File: src/rtl/bram_burst_arbiter.sv
`default_nettype none
// ============================================================================
// Module   : bram_burst_arbiter
// Purpose  : Round-robin arbiter and burst sequencer that shares one BRAM port
//            between two clients. A granted burst issues one access per cycle
//            at base+0 .. base+len-1. Read data returns through a registered
//            valid strobe. A one-cycle done pulse, with err qualifying a
//            rejected request, reports completion.
// Ports    : clk, rst                 clock and synchronous active-high reset
//            cN_req_i/we_i/addr_i/len_i  burst request from client N
//            cN_wdata_i               write word, consumed while cN_wstb_o is high
//            cN_gnt_o/wstb_o/rvalid_o/done_o  per-client handshake strobes
//            rdata_o, err_o           shared read data and rejection flag
//            mem_*                    BRAM port (addr, ce, we, d, q)
//            idle_o, run_o            state status
// Revision : 1.0  initial release
// ============================================================================
module bram_burst_arbiter #(
  parameter int DWIDTH   = 32,
  parameter int AWIDTH   = 7,
  parameter int MEM_SIZE = 100
) (
  input  logic              clk,
  input  logic              rst,
  input  logic              c0_req_i,
  input  logic              c0_we_i,
  input  logic [AWIDTH-1:0] c0_addr_i,
  input  logic [AWIDTH-1:0] c0_len_i,
  input  logic [DWIDTH-1:0] c0_wdata_i,
  output logic              c0_gnt_o,
  output logic              c0_wstb_o,
  output logic              c0_rvalid_o,
  output logic              c0_done_o,
  input  logic              c1_req_i,
  input  logic              c1_we_i,
  input  logic [AWIDTH-1:0] c1_addr_i,
  input  logic [AWIDTH-1:0] c1_len_i,
  input  logic [DWIDTH-1:0] c1_wdata_i,
  output logic              c1_gnt_o,
  output logic              c1_wstb_o,
  output logic              c1_rvalid_o,
  output logic              c1_done_o,
  output logic [DWIDTH-1:0] rdata_o,
  output logic              err_o,
  output logic [AWIDTH-1:0] mem_addr_o,
  output logic              mem_ce_o,
  output logic              mem_we_o,
  output logic [DWIDTH-1:0] mem_d_o,
  input  logic [DWIDTH-1:0] mem_q_i,
  output logic              idle_o,
  output logic              run_o
);

  typedef enum logic [1:0] {
    S_IDLE = 2'd0,
    S_RUN  = 2'd1,
    S_DONE = 2'd2
  } state_t;

  // End address of a burst is compared one bit wider than the address so
  // base + len can never wrap around.
  localparam logic [AWIDTH:0] MEM_LIMIT = (AWIDTH+1)'(MEM_SIZE);

  state_t            state;
  state_t            state_nxt;

  logic [AWIDTH-1:0] cnt;
  logic [AWIDTH-1:0] base;
  logic [AWIDTH-1:0] len;
  logic              we_lat;
  logic              owner;
  logic              err_lat;
  logic              last_gnt;
  logic              c0_rvalid_q;
  logic              c1_rvalid_q;

  logic              any_req;
  logic              win;
  logic [AWIDTH-1:0] sel_addr;
  logic [AWIDTH-1:0] sel_len;
  logic              sel_we;
  logic [AWIDTH:0]   sel_end;
  logic              sel_rej;
  logic              last_access;

  // Winner selection: a lone requester wins; on a tie the client that was
  // not granted last time wins.
  always_comb begin
    any_req  = c0_req_i | c1_req_i;
    if (c0_req_i && c1_req_i) begin
      win = ~last_gnt;
    end else begin
      win = c1_req_i;
    end
    sel_addr = win ? c1_addr_i : c0_addr_i;
    sel_len  = win ? c1_len_i  : c0_len_i;
    sel_we   = win ? c1_we_i   : c0_we_i;
    sel_end  = {1'b0, sel_addr} + {1'b0, sel_len};
    sel_rej  = (sel_len == '0) || (sel_end > MEM_LIMIT);
  end

  assign last_access = (cnt == (len - AWIDTH'(1)));

  always_ff @(posedge clk) begin
    if (rst) begin
      state <= S_IDLE;
    end else begin
      state <= state_nxt;
    end
  end

  always_comb begin
    state_nxt  = state;
    c0_gnt_o   = 1'b0;
    c1_gnt_o   = 1'b0;
    c0_wstb_o  = 1'b0;
    c1_wstb_o  = 1'b0;
    c0_done_o  = 1'b0;
    c1_done_o  = 1'b0;
    err_o      = 1'b0;
    mem_ce_o   = 1'b0;
    mem_we_o   = 1'b0;
    mem_addr_o = '0;
    mem_d_o    = '0;
    unique case (state)
      S_IDLE: begin
        if (any_req) begin
          c0_gnt_o  = ~win;
          c1_gnt_o  = win;
          state_nxt = sel_rej ? S_DONE : S_RUN;
        end
      end
      S_RUN: begin
        mem_ce_o   = 1'b1;
        mem_we_o   = we_lat;
        mem_addr_o = base + cnt;
        if (we_lat) begin
          // Owner supplies the word combinationally against its wstb.
          mem_d_o   = owner ? c1_wdata_i : c0_wdata_i;
          c0_wstb_o = ~owner;
          c1_wstb_o = owner;
        end
        if (last_access) begin
          state_nxt = S_DONE;
        end
      end
      S_DONE: begin
        c0_done_o = ~owner;
        c1_done_o = owner;
        err_o     = err_lat;
        state_nxt = S_IDLE;
      end
      default: begin
        state_nxt = S_IDLE;
      end
    endcase
  end

  always_ff @(posedge clk) begin
    if (rst) begin
      cnt         <= '0;
      base        <= '0;
      len         <= '0;
      we_lat      <= 1'b0;
      owner       <= 1'b0;
      err_lat     <= 1'b0;
      last_gnt    <= 1'b1;
      c0_rvalid_q <= 1'b0;
      c1_rvalid_q <= 1'b0;
    end else begin
      // BRAM read latency is one cycle, so the strobe simply trails the access.
      c0_rvalid_q <= mem_ce_o & ~mem_we_o & ~owner;
      c1_rvalid_q <= mem_ce_o & ~mem_we_o & owner;
      unique case (state)
        S_IDLE: begin
          if (any_req) begin
            base    <= sel_addr;
            len     <= sel_len;
            we_lat  <= sel_we;
            owner   <= win;
            err_lat <= sel_rej;
            cnt     <= '0;
          end
        end
        S_RUN: begin
          cnt <= cnt + AWIDTH'(1);
        end
        S_DONE: begin
          last_gnt <= owner;
          cnt      <= '0;
        end
        default: begin
          cnt <= '0;
        end
      endcase
    end
  end

  assign c0_rvalid_o = c0_rvalid_q;
  assign c1_rvalid_o = c1_rvalid_q;
  assign rdata_o     = mem_q_i;
  assign idle_o      = (state == S_IDLE);
  assign run_o       = (state == S_RUN);

endmodule
`default_nettype wire
File: config.mk
export PLATFORM = sky130hd
export DESIGN_NAME = bram_burst_arbiter
export DESIGN_NICKNAME = d
export VERILOG_FILES = /design/src/rtl/bram_burst_arbiter.sv
export SDC_FILE = /design/constraint.sdc
export NUM_CORES = 1
export LEC_CHECK = 0
export CAP_MARGIN = 40
export CORE_MARGIN = 1.5
export CORE_UTILIZATION = 36
export CTS_CLUSTER_DIAMETER = 100
export DETAILED_ROUTE_END_ITERATION = 10
export PLACE_DENSITY = 0.79
export SYNTH_ARGS = -nofsm -noshare
export SYNTH_HDL_FRONTEND = slang
export SYNTH_SLANG_ARGS = --single-unit
File: constraint.sdc
create_clock -name clk -period 4.3 [get_ports clk]
set_clock_uncertainty 0.05 [all_clocks]
set_input_delay 0.645 -clock clk [delete_from_list [all_inputs] [get_ports clk]]
set_output_delay 0.645 -clock clk [all_outputs]
set_load 0.02 [all_outputs]
==> flow_summary.toml <==
[status]
status = "finished clean"

[layout]
nets = 681
final_core_util_pct = 55.0
diodes = 0
drive_gt1_share_pct = 5.40
area_delta_synth_final_pct = 46.8

[power]
leakage_uw = 0.00178
switching_share_pct = 42.3
intPower_uw = 1040
vdd_drop_max_uv = 158
comb_power_share_pct = 59.2
p_per_area_nw_per_um2 = 399
netSwitchingPower_uw = 765
p_clk_share_pct = 16.2
seq_power_share_pct = 24.6

[job]
drv_cap = 0

[die]
initial_core_util_pct = 37.4
row_count = 33
dieArea_um2 = 9150
die_width_um = 95.7
die_y_um = 95.7
core-area_um2 = 8260
io_pins = 214

[clocking]
clockBufferDepth = 2
cts_made_buffers = 5
cts-htree-levels = 2
root_buffer = "clkbuf_8"
clk_latency_ns = 0.29
cts_tree = "done"
hold_buffers = 0
cts_resized = 0
cts_sinks = 29
cts_setup_buffers = 0
clk_pin_slew_ns = 0.07

[worst_setup_path]
cp-start-kind = "primary input"
crit_arrival_ns = 3.93
required_ns = 4.47
criticalPathCategory = "in -> reg"
path_max_fanout = 10
endpoint_kind = "flip-flop"

[timing]
final-hold-violation-count = 0
tightest_slew_ns = 0.750
setup_viol = 0
slew_headroom_pct = 50.0
max_freq_ghz = 0.267
rsz0062_at_grt = "false"
slew_viol_final = 0
period_minus_slack_ns = 3.75
layout_setup_ws_ns = 0.548
setup_tns_ns = 0
finalCritPeriodShare_pct = 87.3

[synthesis]
synthTopCellsByArea = "dfxtp_1, nor2_1, mux2i_1"
ys_ff_latch = 29
synthesis.instances = 430
ys.flop_type = "dfxtp_1"
synth.avg_cell_area_um2 = 7.19
syn_nets = 575
yosys_warnings = 0
synthDominantCellAreaShare_pct = 18.8
ys_types = 58
synthArstFlopShare_pct = 0
synth_edf_count = 0
yosysTopAreaCell = "dfxtp_1"
synth_area_um2 = 3090
yosysSeqAreaShare_pct = 18.8

[route]
drt_iter0_drc = 135
drc_errors = 0
vias = 3354
viasPerCell = 5.22
finalWirelength_mm = 10.0
firstDrtPassIters = 4
ant_nets = 0
wl_per_cell_um = 15.6

[grt]
gr-usage-all-layers_pct = 20.8
grt_pass1_wl_mm = 14.9
grt-ovfl-total = 0
grt_pass1_vias = 3090
antenna_found_initial = 0
grt_max_degree = 35

[worst_hold_path]
hold_class = "reg -> reg"

[place]
post-dp-hpwl_mm = 8.20
port_buffers = 149
place.gp.congestion = 0.965
dp_slack_ns = 0.275
==> power by group through the flow <==
stage | clock, µW | sequential, µW | combinational [µW]
global placement | 0 | 447 | 1040
CTS | 300 | 445 | 1070
floorplan | 0 | 397 | 784
global route | 314 | 457 | 1180
finish | 294 | 445 | 1070
detailed placement | 0 | 451 | 1070
==> per-layer routing <==
| metal | GRT usage (%) | share of wire (%) | up-vias |
|---|---|---|---|
| met3 | 2.23 | 5.4 | 39 |
| met4 | 10.3 | 3.4 | 0 |
| met1 | 25.7 | 40 | 1520 |
| met2 | 35.6 | 51 | 124 |
| met5 | 0 | 0 | - |
| li1 | - | - | 1671 |
==> logic make-up after synthesis <==
kind of cell / synth area share [%]
adder cells (fa/ha/maj): 7.29
multiplexers: 11.0
AND/OR/NAND/NOR: 28.0
flip-flops: 18.8
AO/OA/AOI/OAI: 15.8
buffers and inverters: 13.4
XOR/XNOR: 5.67
==> cell type report <==
type	instances	area (µm²)
Sequential cell	29	582
Clock inverter	1	30.0
Timing Repair Buffer	158	1580
Tap cell	105	131
Multi-Input combinational cell	333	2100
Fill cell	782	3720
Clock buffer	7	86.3
Inverter	9	33.8
==> layout by cell type (no fill, tap or decap), drive strengths merged, types with 3 or more instances in the layout <==
cell	instances
o31ai	3
o211ai	3
nor3	16
and2	4
xor2	6
inv	8
a311oi	6
and3	3
clkbuf	7
clkdlybuf4s50	149
buf	9
a22oi	5
xnor2	14
mux2i	34
ha	13
nor2	98
nand3	6
nand2	49
nand2b	3
dfxtp	29
or3	7
o21ai	4
a211oi	6
a21o	5
a21oi	13
==> stage by stage <==
stage | hold WS [ns] | instances | cell area [µm²] | total power [µW]
global route | 0.452 | 642 | 4540 | 1950
finish | 0.441 | 642 | 4540 | 1810
floorplan | 0.405 | 430 | 3090 | 1180
detailed placement | 0.435 | 634 | 4420 | 1520
CTS | 0.444 | 642 | 4540 | 1820
global placement | 0.426 | 633 | 4390 | 1490
==> Yosys cell counts (2+ instances only) <==
cell type,number
dfxtp_1,29
o21ai_0,4
nor2_1,98
or3_1,6
a22oi_1,5
o211ai_1,3
xor2_1,6
nand2_1,49
buf_4,36
a31oi_1,2
ha_1,13
nor3_1,15
a21oi_1,13
a211oi_2,2
xnor2_1,14
a311oi_1,6
buf_6,3
buf_1,3
o22ai_1,2
nor3b_1,2
a211oi_1,4
clkbuf_1,16
fa_1,2
and2_1,4
a31o_2,2
mux2i_1,34
maj3_2,2
and3_1,3
nand2b_1,3
a221oi_1,2
nor4_1,2
o31ai_1,3
nand3_1,6
a21o_1,5
inv_1,8
==> state kept, by name, indices dropped and copies added, names as in the netlist <==
register	flops
base	7
c0_rvalid_o	1
c1_rvalid_o	1
cnt	7
err_lat	1
last_gnt	1
len	7
owner	1
state	2
we_lat	1
==> worst paths after layout <==
check,start,endpoint,slack [ns],depth (start not counted)
max,c1_req_i,state[1],0.55,12
min reg2reg,len[1],len[1],0.44,2
max reg2reg,last_gnt,state[1],1.09,11
min,len[1],len[1],0.44,2
==> worst max-delay path, stage by stage <==
cell	delay, ns
clkdlybuf4s50_1	0.50
a21bo_2	0.32
nand2_1	0.11
nand2_1	0.08
ha_1	0.24
fa_1	0.49
maj3_2	0.37
a21o_1	0.19
a211oi_2	0.23
o31ai_1	0.12
or4b_1	0.50
a21oi_1	0.12
No activity file was read; power rests on OpenSTA's default activity.
